<file path="src/rtl/mem_arbiter_pkg.sv">
// -----------------------------------------------------------------------------
// mem_arbiter_pkg
//   Shared types and constants for the two-requester memory arbiter:
//   - state_e      : arbiter FSM states
//   - owner_e      : which requester owns the memory port (ins = 0, dat = 1)
//   - BE_ALL       : full-word byte enable used by instruction fetches
//   - grant_onehot : owner -> {dat,ins} one-hot grant vector
// -----------------------------------------------------------------------------
package mem_arbiter_pkg;

    typedef enum logic [1:0] {
        ST_IDLE  = 2'd0,
        ST_ISSUE = 2'd1,
        ST_WAIT  = 2'd2,
        ST_RESP  = 2'd3
    } state_e;

    // OWN_INS is the all-zero encoding so a reset owner register reads as 0.
    typedef enum logic {
        OWN_INS = 1'b0,
        OWN_DAT = 1'b1
    } owner_e;

    localparam logic [3:0] BE_ALL = 4'b1111;

    function automatic logic [1:0] grant_onehot(input owner_e owner);
        return (owner == OWN_DAT) ? 2'b10 : 2'b01;
    endfunction

endpackage

</file>
<file path="src/rtl/mem_arbiter_grant.sv">
// -----------------------------------------------------------------------------
// mem_arbiter_grant
//   Combinational owner selection between the instruction and data requesters.
//   Build option MEM_ARBITER_RR_EN:
//     undefined : fixed priority, data wins a tie
//     defined   : round robin, a tie goes to the requester not granted last
//   A lone request is always granted in both builds.
// Ports
//   ins_req_i    : instruction requester is asking
//   dat_req_i    : data requester is asking
//   last_owner_i : owner granted most recently (round-robin build only)
//   owner_o      : selected owner; only meaningful when a request is present
// -----------------------------------------------------------------------------
module mem_arbiter_grant
    import mem_arbiter_pkg::*;
(
    input  logic   ins_req_i,
    input  logic   dat_req_i,
`ifdef MEM_ARBITER_RR_EN
    input  owner_e last_owner_i,
`endif
    output owner_e owner_o
);

    always_comb begin
        owner_o = OWN_DAT;
        if (ins_req_i && dat_req_i) begin
`ifdef MEM_ARBITER_RR_EN
            owner_o = (last_owner_i == OWN_DAT) ? OWN_INS : OWN_DAT;
`else
            owner_o = OWN_DAT;
`endif
        end else if (ins_req_i) begin
            owner_o = OWN_INS;
        end
    end

endmodule

</file>
<file path="src/rtl/mem_arbiter.sv">
// -----------------------------------------------------------------------------
// mem_arbiter
//   Shares one memory port between an instruction-fetch requester and a
//   load/store requester. One transaction at a time:
//     IDLE  -> pick owner, latch its command fields
//     ISSUE -> hold Mem_Req with stable fields until Mem_Ready
//     WAIT  -> wait for Mem_Valid, capture read data
//     RESP  -> load the owner's Valid_Out/Readdata registers (visible next cycle)
//   Build option MEM_ARBITER_RR_EN selects round-robin tie breaking instead of
//   fixed data priority (see mem_arbiter_grant).
// Ports
//   ARB_Clk_In, ARB_Reset_In          : clock, async active-low reset
//   ARB_Ins_*                         : fetch request/address, valid pulse, data
//   ARB_Dat_*                         : load/store request and fields, valid
//                                       pulse, load data
//   ARB_Mem_*                         : memory command (req/write/addr/wdata/be)
//                                       and response (ready/valid/readdata)
//   ARB_Grant_OutBUS                  : one-hot owner {dat,ins}, 0 when idle
// -----------------------------------------------------------------------------
module mem_arbiter
    import mem_arbiter_pkg::*;
#(
    parameter int DATAWIDTH = 32
)
(
    input  logic                 ARB_Clk_In,
    input  logic                 ARB_Reset_In,
    input  logic                 ARB_Ins_Req_In,
    input  logic [DATAWIDTH-1:0] ARB_Ins_Addr_InBUS,
    output logic                 ARB_Ins_Valid_Out,
    output logic [DATAWIDTH-1:0] ARB_Ins_Readdata_OutBUS,
    input  logic                 ARB_Dat_Req_In,
    input  logic                 ARB_Dat_Write_In,
    input  logic [DATAWIDTH-1:0] ARB_Dat_Addr_InBUS,
    input  logic [DATAWIDTH-1:0] ARB_Dat_Writedata_InBUS,
    input  logic [3:0]           ARB_Dat_Byteenable_InBUS,
    output logic                 ARB_Dat_Valid_Out,
    output logic [DATAWIDTH-1:0] ARB_Dat_Readdata_OutBUS,
    output logic                 ARB_Mem_Req_Out,
    output logic                 ARB_Mem_Write_Out,
    output logic [DATAWIDTH-1:0] ARB_Mem_Addr_OutBUS,
    output logic [DATAWIDTH-1:0] ARB_Mem_Writedata_OutBUS,
    output logic [3:0]           ARB_Mem_Byteenable_OutBUS,
    input  logic                 ARB_Mem_Ready_In,
    input  logic                 ARB_Mem_Valid_In,
    input  logic [DATAWIDTH-1:0] ARB_Mem_Readdata_InBUS,
    output logic [1:0]           ARB_Grant_OutBUS
);

    state_e               state_q, state_d;
    owner_e               owner_q, owner_d;
    logic [DATAWIDTH-1:0] addr_q, addr_d;
    logic [DATAWIDTH-1:0] wdata_q, wdata_d;
    logic [3:0]           be_q, be_d;
    logic                 write_q, write_d;
    logic [DATAWIDTH-1:0] rdata_q, rdata_d;
    logic                 ins_valid_q, ins_valid_d;
    logic                 dat_valid_q, dat_valid_d;
    logic [DATAWIDTH-1:0] ins_rdata_q, ins_rdata_d;
    logic [DATAWIDTH-1:0] dat_rdata_q, dat_rdata_d;
`ifdef MEM_ARBITER_RR_EN
    owner_e               last_q, last_d;
`endif

    logic   ins_req;
    logic   dat_req;
    owner_e sel_owner;

    // A requester still holds Req during the cycle its Valid_Out is high;
    // hide it for that one cycle so it is not served twice.
    assign ins_req = ARB_Ins_Req_In & ~ins_valid_q;
    assign dat_req = ARB_Dat_Req_In & ~dat_valid_q;

    mem_arbiter_grant u_grant (
        .ins_req_i    (ins_req),
        .dat_req_i    (dat_req),
`ifdef MEM_ARBITER_RR_EN
        .last_owner_i (last_q),
`endif
        .owner_o      (sel_owner)
    );

    // NOTE: every signal written here gets a default first, so no path
    // through the case leaves one unassigned and no latch is inferred.
    always_comb begin
        state_d     = state_q;
        owner_d     = owner_q;
        addr_d      = addr_q;
        wdata_d     = wdata_q;
        be_d        = be_q;
        write_d     = write_q;
        rdata_d     = rdata_q;
        ins_valid_d = 1'b0;
        dat_valid_d = 1'b0;
        ins_rdata_d = ins_rdata_q;
        dat_rdata_d = dat_rdata_q;
`ifdef MEM_ARBITER_RR_EN
        last_d      = last_q;
`endif

        unique case (state_q)
            ST_IDLE: begin
                if (ins_req || dat_req) begin
                    owner_d = sel_owner;
                    if (sel_owner == OWN_DAT) begin
                        addr_d  = ARB_Dat_Addr_InBUS;
                        wdata_d = ARB_Dat_Writedata_InBUS;
                        be_d    = ARB_Dat_Byteenable_InBUS;
                        write_d = ARB_Dat_Write_In;
                    end else begin
                        addr_d  = ARB_Ins_Addr_InBUS;
                        wdata_d = '0;
                        be_d    = BE_ALL;
                        write_d = 1'b0;
                    end
`ifdef MEM_ARBITER_RR_EN
                    last_d  = sel_owner;
`endif
                    state_d = ST_ISSUE;
                end
            end

            ST_ISSUE: begin
                if (ARB_Mem_Ready_In) begin
                    // A same-cycle response skips WAIT entirely.
                    if (ARB_Mem_Valid_In) begin
                        rdata_d = ARB_Mem_Readdata_InBUS;
                        state_d = ST_RESP;
                    end else begin
                        state_d = ST_WAIT;
                    end
                end
            end

            ST_WAIT: begin
                if (ARB_Mem_Valid_In) begin
                    rdata_d = ARB_Mem_Readdata_InBUS;
                    state_d = ST_RESP;
                end
            end

            ST_RESP: begin
                if (owner_q == OWN_INS) begin
                    ins_valid_d = 1'b1;
                    ins_rdata_d = rdata_q;
                end else begin
                    dat_valid_d = 1'b1;
                    // Stores leave the previous load data on the bus.
                    if (!write_q) begin
                        dat_rdata_d = rdata_q;
                    end
                end
                state_d = ST_IDLE;
            end

            default: state_d = ST_IDLE;
        endcase
    end

    // NOTE: state flops use non-blocking assignments so every flop samples
    // the pre-edge value of every other flop, independent of statement order.
    always_ff @(posedge ARB_Clk_In or negedge ARB_Reset_In) begin
        if (!ARB_Reset_In) begin
            state_q     <= ST_IDLE;
            owner_q     <= OWN_INS;
            addr_q      <= '0;
            wdata_q     <= '0;
            be_q        <= '0;
            write_q     <= 1'b0;
            rdata_q     <= '0;
            ins_valid_q <= 1'b0;
            dat_valid_q <= 1'b0;
            ins_rdata_q <= '0;
            dat_rdata_q <= '0;
`ifdef MEM_ARBITER_RR_EN
            last_q      <= OWN_DAT;
`endif
        end else begin
            state_q     <= state_d;
            owner_q     <= owner_d;
            addr_q      <= addr_d;
            wdata_q     <= wdata_d;
            be_q        <= be_d;
            write_q     <= write_d;
            rdata_q     <= rdata_d;
            ins_valid_q <= ins_valid_d;
            dat_valid_q <= dat_valid_d;
            ins_rdata_q <= ins_rdata_d;
            dat_rdata_q <= dat_rdata_d;
`ifdef MEM_ARBITER_RR_EN
            last_q      <= last_d;
`endif
        end
    end

    assign ARB_Mem_Req_Out           = (state_q == ST_ISSUE);
    assign ARB_Mem_Write_Out         = write_q;
    assign ARB_Mem_Addr_OutBUS       = addr_q;
    assign ARB_Mem_Writedata_OutBUS  = wdata_q;
    assign ARB_Mem_Byteenable_OutBUS = be_q;
    assign ARB_Grant_OutBUS          = (state_q == ST_IDLE) ? 2'b00 : grant_onehot(owner_q);
    assign ARB_Ins_Valid_Out         = ins_valid_q;
    assign ARB_Ins_Readdata_OutBUS   = ins_rdata_q;
    assign ARB_Dat_Valid_Out         = dat_valid_q;
    assign ARB_Dat_Readdata_OutBUS   = dat_rdata_q;

endmodule

</file>
<file path="config.mk">
export PLATFORM = sky130hd
export DESIGN_NAME = mem_arbiter
export DESIGN_NICKNAME = d
export VERILOG_FILES = /design/src/rtl/mem_arbiter_pkg.sv /design/src/rtl/mem_arbiter_grant.sv /design/src/rtl/mem_arbiter.sv
export SDC_FILE = /design/constraint.sdc
export NUM_CORES = 1
export LEC_CHECK = 0
export CAP_MARGIN = 20
export CORE_MARGIN = 10
export CORE_UTILIZATION = 40
export DETAILED_ROUTE_END_ITERATION = 10
export PLACE_DENSITY = 0.75
export SLEW_MARGIN = 30
export SYNTH_ARGS = -nofsm -noshare
export SYNTH_HDL_FRONTEND = slang
export SYNTH_SLANG_ARGS = --single-unit
export TNS_END_PERCENT = 1
</file>
<file path="constraint.sdc">
create_clock -name ARB_Clk_In -period 5.4 [get_ports ARB_Clk_In]
set_clock_uncertainty 0.1 [all_clocks]
set_input_delay 0.54 -clock ARB_Clk_In [delete_from_list [all_inputs] [get_ports ARB_Clk_In]]
set_output_delay 0.54 -clock ARB_Clk_In [all_outputs]
set_load 0.005 [all_outputs]
</file>
==> Yosys cells after proc, flatten, opt, wreduce, memory -nomap -nowiden <==
Index checks and enable logic that the tools add are counted.
Widths: inputs -> output; s select.
{ "op_classes": {"n_eq_ne": 6, "mux": 20, "bitwise": 6, "n_reduce_logical": 9} }
{ "op_table": {"columns": ["op", "n"], "rows": [
  ["$mux 32", 4],
  ["$pmux 32 s2", 1],
  ["$mux 2", 5],
  ["$mux 1", 8],
  ["$pmux 2 s4", 1],
  ["$reduce_and 2->1", 3],
  ["$reduce_and 3->1", 2],
  ["$eq 2x2->1 const B", 2],
  ["$mux 4", 1],
  ["$ne 2x2->1 const B", 2],
  ["$not 1->1", 4],
  ["$and 1x1->1", 2],
  ["$eq 2x1->1 const B", 1],
  ["$logic_not 2->1", 1],
  ["$ne 2x1->1 const B", 1],
  ["$reduce_bool 2->1", 1],
  ["$logic_and 1x1->1", 1],
  ["$logic_or 1x1->1", 1]
]} }
{ "totals": {"ff_bits": 170, "out_inout_bits": 138, "wordCells": 52} }

==> Longest topological paths before layout <==
Gate-level depths: netlist of the first run.
{ "depth": {"ltp_word": 5, "mapped_depth": 8} }

==> Hierarchy <==
From an unflattened synthesis of the first run, not the netlist that was laid out.
{ "unflattened": {"hier_cells": 490, "area_unflattened_um2": 7270.7} }
{ "by_module_without_submodules": {"columns": ["mod", "instances", "cells_per_inst", "area_per_inst_um2", "seq_area_each_um2"], "rows": [
  ["mem_arbiter", 1, 489, 7264.5, 4254.1],
  ["mem_arbiter_grant", 1, 1, 6.3, 0.0]
]} }

==> Worst setup path before layout of the first run <==
OpenSTA, ideal clock, no wires.
{ "synth_timing": {"kind": "register to register", "from": "register state_q[1]", "to": "register rdata_q[21]", "arrival_time_ps": 1607, "required_time_ps": 5175, "path_slack_ps": 3568, "path_stages_with_launch": 7, "cell_sequence": "dfrtp_1 -> inv_1 -> ha_1 -> mux2_2 -> nand2_4 -> buf_6 -> mux2_2"} }
{ "synth_between": {"elab_chain_len": 3, "elab_cells_between_ends": 6, "classes_between": "eq/ne (3); mux (1); reduce/logical (2)"} }
{ "synth_rtl": {"columns": ["element", "line", "source"], "rows": [
  ["start: declaration", "mem_arbiter.sv:50", "state_e state_q, state_d;"],
  ["start signal: assignment", "mem_arbiter.sv:179", "state_q <= state_d;"],
  ["$eq 2x1->1 *", null, null],
  ["net ARB_Mem_Req_Out", "mem_arbiter.sv:39", "output logic ARB_Mem_Req_Out,"],
  ["$ne 2x1->1 (no line) / $reduce_bool 2->1 (equally long branches)", null, null],
  ["$reduce_and 2->1 (no line)", null, null],
  ["end signal: assignment", "mem_arbiter.sv:185", "rdata_q <= rdata_d;"],
  ["end: declaration", "mem_arbiter.sv:56", "logic [DATAWIDTH-1:0] rdata_q, rdata_d;"]
]} }
Mark *: on every way through the listed nets, which the timed path passes. The rest lies on a longest branch.
A chain may end at the register's enable or synchronous reset.

==> Worst setup path after layout of the first run <==
{ "layout_timing": {"from": "register state_q[0]", "to": "output ARB_Grant_OutBUS[1]"} }
{ "layout_between": {"elab_chain_len": 2} }
{ "layout_rtl": {"columns": ["element", "line", "source"], "rows": [
  ["$logic_not 2->1", "mem_arbiter.sv:201", "assign ARB_Grant_OutBUS = (state_q == ST_IDLE) ? 2'b00 : grant_onehot(owner_q);"],
  ["$mux 2", "mem_arbiter.sv:201", null],
  ["end: declaration", "mem_arbiter.sv:47", "output logic [1:0] ARB_Grant_OutBUS"]
]} }
No other way between the ends.

==> results of run 1 <==
-- sequential cells by signal, summed over array words and instances (netlist names) --
register	cells
rdata_q	32
state_q	2
ARB_Mem_Addr_OutBUS	32
ARB_Ins_Readdata_OutBUS	32
ARB_Dat_Valid_Out	1
owner_q	1
ARB_Dat_Readdata_OutBUS	32
ARB_Ins_Valid_Out	1
ARB_Mem_Writedata_OutBUS	32
ARB_Mem_Write_Out	1
ARB_Mem_Byteenable_OutBUS	4
-- area by class of cell --
| type | instances | area (um2) | area share |
|---|---|---|---|
| Tap cell | 220 | 275 | 0.0265 |
| Inverter | 3 | 11.3 | 0.00108 |
| Sequential cell | 170 | 4250 | 0.410 |
| Clock inverter | 12 | 185 | 0.0178 |
| Clock buffer | 19 | 453 | 0.0436 |
| Multi-Input combinational cell | 224 | 2320 | 0.224 |
| Timing Repair Buffer | 285 | 2890 | 0.278 |
-- routing by layer --
metal | global-route usage | up-vias
li1 | - | 2111
met1 | 0.193 | 2355
met2 | 0.303 | 164
met3 | 0.0624 | 19
met4 | 0.0525 | 0
met5 | 0 | -
-- worst max-delay path, stage by stage, from the launching register on --
cell             delay, ns
dfrtp_1               0.44
inv_1                 0.09
ha_1                  0.32
nor2b_1               0.15
clkdlybuf4s50_1       0.55
-- layout by cell type (no fill, tap or decap), drive strengths merged --
cell type / netlist / routed
dlygate4sd3: 0 / 1
clkinvlp: 0 / 3
a41oi: 1 / 1
o21a: 1 / 1
o221a: 32 / 32
nand2b: 35 / 35
and2: 1 / 1
inv: 3 / 6
clkbuf: 2 / 19
nand2: 3 / 3
o311a: 1 / 1
clkinv: 0 / 2
clkdlybuf4s50: 0 / 275
o21ai: 1 / 1
bufinv: 0 / 4
dfrtp: 170 / 170
o22a: 5 / 5
and3b: 1 / 1
ha: 4 / 4
nor2: 2 / 2
nor2b: 4 / 4
a21o: 1 / 1
mux2: 98 / 98
a22o: 33 / 33
nand3b: 1 / 1
buf: 27 / 9
-- through the flow --
step | area [um2] | total power [W] | setup slack (ns)
floorplan | 6840 | 0.00353 | 3.57
global placement | 9660 | 0.00482 | 2.44
detailed placement | 9710 | 0.00497 | 3.02
CTS | 10400 | 0.00632 | 2.77
global route | 10400 | 0.00657 | 2.66
finish | 10400 | 0.00622 | 2.81
-- cell families after synthesis --
| family | count (synthesis) | synth area share |
|---|---|---|
| mux | 98 | 0.178 |
| simple gates | 47 | 0.0452 |
| compound gates | 75 | 0.107 |
| flops | 170 | 0.622 |
| fa+ha+maj | 4 | 0.00732 |
| buf+inv | 32 | 0.0408 |
-- path summary, 6_finish.rpt --
check	cells after the start	endpoint	startpoint	slack, ns
hold / removal	1	ARB_Mem_Writedata_OutBUS[12]	ARB_Mem_Writedata_OutBUS[12]	0.41
setup / recovery	4	ARB_Grant_OutBUS[1]	state_q[0]	2.81
setup reg to reg	5	ARB_Mem_Addr_OutBUS[20]	state_q[0]	3.17
hold reg to reg	1	ARB_Mem_Writedata_OutBUS[12]	ARB_Mem_Writedata_OutBUS[12]	0.41
min in group asynchronous	2	rdata_q[14]	ARB_Reset_In	0.55
max in group asynchronous	3	ARB_Mem_Byteenable_OutBUS[0]	ARB_Reset_In	3.63
-- repair_timing --
item / in CTS / in global routing
endpoints found under the hold margin: 53 / 0
hold buffers: 1 / 0
gates resized for setup: 0 / 0
-- power groups by stage --
| stage | Clock (W) | Combinational [W] | Sequential (W) |
|---|---|---|---|
| 2_1_floorplan | 0 | 0.00126 | 0.00227 |
| 3_3_place_gp | 0 | 0.00255 | 0.00226 |
| 3_5_place_dp | 0 | 0.00266 | 0.00231 |
| 4_1_cts | 0.00134 | 0.00267 | 0.00230 |
| 5_1_grt | 0.00140 | 0.00279 | 0.00238 |
| 6_report | 0.00131 | 0.00261 | 0.00230 |
==> impl_metrics.env, run 1 <==
export IMPL_path_class="flip-flop to output port"
export IMPL_cts_max_path_buffers=2
export IMPL_swShare=0.285
export IMPL_dr_pass1_iters=4
export IMPL_clk_latency_ns=0.42
export IMPL_drt_iter0_drc=205
export IMPL_power_frac_clock=0.211
export IMPL_p_per_area_nw_per_um2=599
export IMPL_cts_tree="yes"
export IMPL_antenna_cells=0
export IMPL_maxSlewViolCount=0
export IMPL_clock_root_buffer="clkbuf_16"
export IMPL_synth_seq_area_share=0.622
export IMPL_start_util=0.410
export IMPL_setup_tns_ns=0
export IMPL_pwr_share_seq=0.370
export IMPL_die_h_um=151
export IMPL_antenna_found_initial=0
export IMPL_slew_headroom=0.454
export IMPL_synth_edf_count=0
export IMPL_ys_seq_elements=170
export IMPL_antenna_left=0
export IMPL_grt_overflow_total=0
export IMPL_start_kind="flip-flop"
export IMPL_nFillCells=1289
export IMPL_htree_levels=4
export IMPL_die_area_um2=22700
export IMPL_p_leak_nw=4.38
export IMPL_combPwrFrac=0.419
export IMPL_dr_total_vias=4649
export IMPL_gp_congestion=0.756
export IMPL_required_ns=4.76
export IMPL_post_cts_buffers=0
export IMPL_core_area_um2=16700
export IMPL_tightest_slew_ns=0.819
export IMPL_cp_data_arrival_time_ns=1.95
export IMPL_ys_warn_count=0
export IMPL_drt_wl_total_um=20000
export IMPL_yosysTopAreaCell="dfrtp_1"
export IMPL_endpoint_kind="output port"
export IMPL_drc=0
export IMPL_numCtsBuffers=17
export IMPL_chipWidth_um=151
export IMPL_p_sw_w=0.00177
export IMPL_yosys_top_cells_count="dfrtp_1, mux2_2, nand2b_1"
export IMPL_synthArstFlopShare=1.00
export IMPL_path_max_fanout=9
export IMPL_whs_ns=0.408
export IMPL_synth_area_top_cells="dfrtp_1, mux2_2, mux2_4"
export IMPL_status="finished, final reports clean"
export IMPL_finalHoldViolCount=0
export IMPL_cap_viol_max_count=0
export IMPL_row_count=47
export IMPL_synth_distinct_cells=30
export IMPL_syn_mean_instance_area_um2=16.1
export IMPL_timing_fmax_ghz=0.386
export IMPL_grt_pass1_vias=5264
export IMPL_yosysMostFrequentCell="dfrtp_1"
export IMPL_area_growth_pct=51.8
export IMPL_synth_ff_type="dfrtp_1"
export IMPL_grt_max_degree=68
export IMPL_syn_nets=569
export IMPL_stdcell_count=933
export IMPL_syn_cell_area_um2=6840
export IMPL_nets=844
export IMPL_drive_above_1_share=0.216
export IMPL_period_share=0.480
export IMPL_dpl_hpwl_um=14800
export IMPL_grt_total_usage=0.173
export IMPL_grt_pass1_wl_um=30500
export IMPL_numPortBuffers=276
export IMPL_min_period_ns=2.59
export IMPL_hp_class="flip-flop to flip-flop"
export IMPL_syn_instance_count=426
export IMPL_yosys_area_top_type_share=0.622
export IMPL_post_drt_via_cell_ratio=4.98
export IMPL_routedWlPerCell_um=21.4
export IMPL_setup_viol=0
export IMPL_cts_sinks=170
export IMPL_wl_met3_um=1550
export IMPL_wl_met2_um=10600
export IMPL_vdd_ir_drop_worst_uv=327
export IMPL_rsz0062_at_grt="no"
export IMPL_met1_length_um=7540
export IMPL_cts_reportedPaths_clkPinSlew_ns=0.07
export IMPL_highest_layer="met4"
export IMPL_placed_cells=900
export IMPL_top_level_ports=277
export IMPL_p_int_w=0.00444
export IMPL_fin_util=0.622
No activity file was read; power rests on OpenSTA's default activity.
==> run 2, diff against run 1 <==
==> constraint.sdc (replaced) <==
create_clock -name ARB_Clk_In -period 2.5 [get_ports ARB_Clk_In]
set_clock_uncertainty 0.1 [all_clocks]
set_input_delay 0.25 -clock ARB_Clk_In [delete_from_list [all_inputs] [get_ports ARB_Clk_In]]
set_output_delay 0.25 -clock ARB_Clk_In [all_outputs]
set_load 0.005 [all_outputs]
==> run 2 against run 1 <==
Against the previous run: global-route usage shrank 0.30 points; final cell count grew 0.32%; register-to-register slack lost 2.8 ns; core utilization shrank 0.51 points; via count shrank 0.28%; worst hold slack lost 0.13 ns; combinational power grew 110%; critical endpoint unchanged.
==> impl_metrics.env, run 2 (synthesis gave the netlist of run 1 again) <==
export IMPL_status="finished, final reports clean"
export IMPL_core_area_um2=16700
export IMPL_routedWlPerCell_um=20.7
export IMPL_die_h_um=151
export IMPL_whs_ns=0.281
export IMPL_die_area_um2=22700
export IMPL_endpoint="ARB_Grant_OutBUS[1]"
export IMPL_start_kind="flip-flop"
export IMPL_nFillCells=1293
export IMPL_timing_fmax_ghz=0.427
export IMPL_cp_cell_sequence="inv_1 > ha_1 > buf_4 > nor2b_1 > clkdlybuf4s50_1"
export IMPL_fin_util=0.617
export IMPL_required_ns=2.15
export IMPL_antenna_found_initial=0
export IMPL_r2r_slack_ns=0.37
export IMPL_dr_pass1_iters=4
export IMPL_slew_headroom=0.613
export IMPL_cts_max_path_buffers=2
export IMPL_grt_total_usage=0.170
export IMPL_path_max_fanout=7
export IMPL_numPortBuffers=276
export IMPL_clk_latency_ns=0.42
export IMPL_final_cell_mix="clkdlybuf4s50_1, dfrtp_1, mux2_2, nand2b_1, a22o_1"
export IMPL_endpoint_kind="output port"
export IMPL_drt_iter0_drc=156
export IMPL_vdd_ir_drop_worst_uv=562
export IMPL_cts_resized=0
export IMPL_finalHoldViolCount=0
export IMPL_grt_pass1_vias=5391
export IMPL_r2r_start="state_q[1]"
export IMPL_multi_input_comb_area_um2=2320
export IMPL_htree_levels=4
export IMPL_chipWidth_um=151
export IMPL_maxSlewViolCount=0
export IMPL_crit_path_start="state_q[0]"
export IMPL_area_growth_pct=50.6
export IMPL_period_share=0.936
export IMPL_slowest_delay_ns=0.53
export IMPL_path_class="flip-flop to output port"
export IMPL_cts_tree="yes"
export IMPL_critPathTopFamily="buffers and inverters"
export IMPL_min_period_ns=2.34
export IMPL_drive_above_1_share=0.216
export IMPL_critPathSlowestCell="clkdlybuf4s50_1"
export IMPL_grt_max_degree=63
export IMPL_grt_pass1_wl_um=30400
export IMPL_cp_data_arrival_time_ns=1.99
export IMPL_reg2regPathDepth=5
export IMPL_setup_viol=0
export IMPL_cap_viol_max_count=0
export IMPL_row_count=47
export IMPL_cts_reportedPaths_clkPinSlew_ns=0.07
export IMPL_p_leak_nw=4.35
export IMPL_top_level_ports=277
export IMPL_grt_overflow_total=0
export IMPL_antenna_left=0
export IMPL_numCtsBuffers=17
export IMPL_start_util=0.410
export IMPL_rsz0062_at_grt="no"
export IMPL_clock_root_buffer="clkbuf_16"
export IMPL_antenna_cells=0
export IMPL_hp_class="input pin to async pin"
export IMPL_worstReg2RegEnd="rdata_q[7]"
export IMPL_nets=846
export IMPL_dr_total_vias=4636
export IMPL_seq_area_um2=4250
export IMPL_cts_sinks=170
export IMPL_path_depth=5
export IMPL_tightest_slew_ns=0.581
export IMPL_gp_congestion=0.785
export IMPL_drc=0
export IMPL_drt_wl_total_um=19400
export IMPL_critPathBufInv=3
export IMPL_final_common_cell="clkdlybuf4s50_1"
export IMPL_setup_tns_ns=0
export IMPL_post_drt_via_cell_ratio=4.95
export IMPL_p_per_area_nw_per_um2=1260
export IMPL_dpl_hpwl_um=14400
## run 2: cell types whose count changed in the layout (fill, tap and decap cells not counted), sizes merged
cell / change
inv: +2
clkinv: +3
bufinv: -4
buf: +2
## run 2: final cells by class
type	instances	share of cell area
multi-input cells	224	0.225
clock inverters	13	0.0107
repair buffers	287	0.280
clock buffers	19	0.0430
well taps	220	0.0267
inverters	3	0.00109
flip-flops and latches	170	0.413
## run 2: what timing repair did
item | 4_1_cts | 5_1_grt
hold endpoints to repair | 60 | 0
setup buffers | 0 | 0
endpoints found under the setup margin | 0 | 0
hold buffers | 1 | 0
## run 2: stage by stage
step | instance area (um2) | power (W) | setup slack (ns) | cells
after floorplan | 6840 | 0.00764 | 0.668 | 426
after global placement | 9740 | 0.0105 | 0.443 | 903
after detailed placement | 9740 | 0.0107 | 0.359 | 903
after CTS | 10300 | 0.0132 | 0.120 | 936
after global routing | 10300 | 0.0138 | 0.0137 | 936
final | 10300 | 0.0130 | 0.161 | 936
## run 2: how the worst min path moves through the flow
stage	startpoint	endpoint	slack [ns]	cells after the start
floorplan	ARB_Reset_In	ARB_Dat_Readdata_OutBUS[0]	-0.15	0
global placement	ARB_Reset_In	ARB_Dat_Readdata_OutBUS[13]	0.17	1
detailed placement	ARB_Reset_In	ARB_Ins_Readdata_OutBUS[14]	0.18	1
CTS	ARB_Reset_In	ARB_Ins_Readdata_OutBUS[14]	0.29	2
global route	ARB_Reset_In	ARB_Ins_Readdata_OutBUS[14]	0.32	2
finish	ARB_Reset_In	ARB_Ins_Readdata_OutBUS[14]	0.28	2
## run 2: per-layer routing
metal,track usage,part of all wire,vias up
met5,0,0,-
met3,0.0579,0.081,28
met1,0.188,0.38,2320
li1,-,-,2116
met2,0.297,0.52,172
met4,0.0645,0.021,0
## run 2: power breakdown
group	switching (W)	internal, W	leakage, nW
clock	0.00111	0.00132	0.266
combinational	0.00186	0.00375	2.06
sequential	0.000853	0.00411	2.03
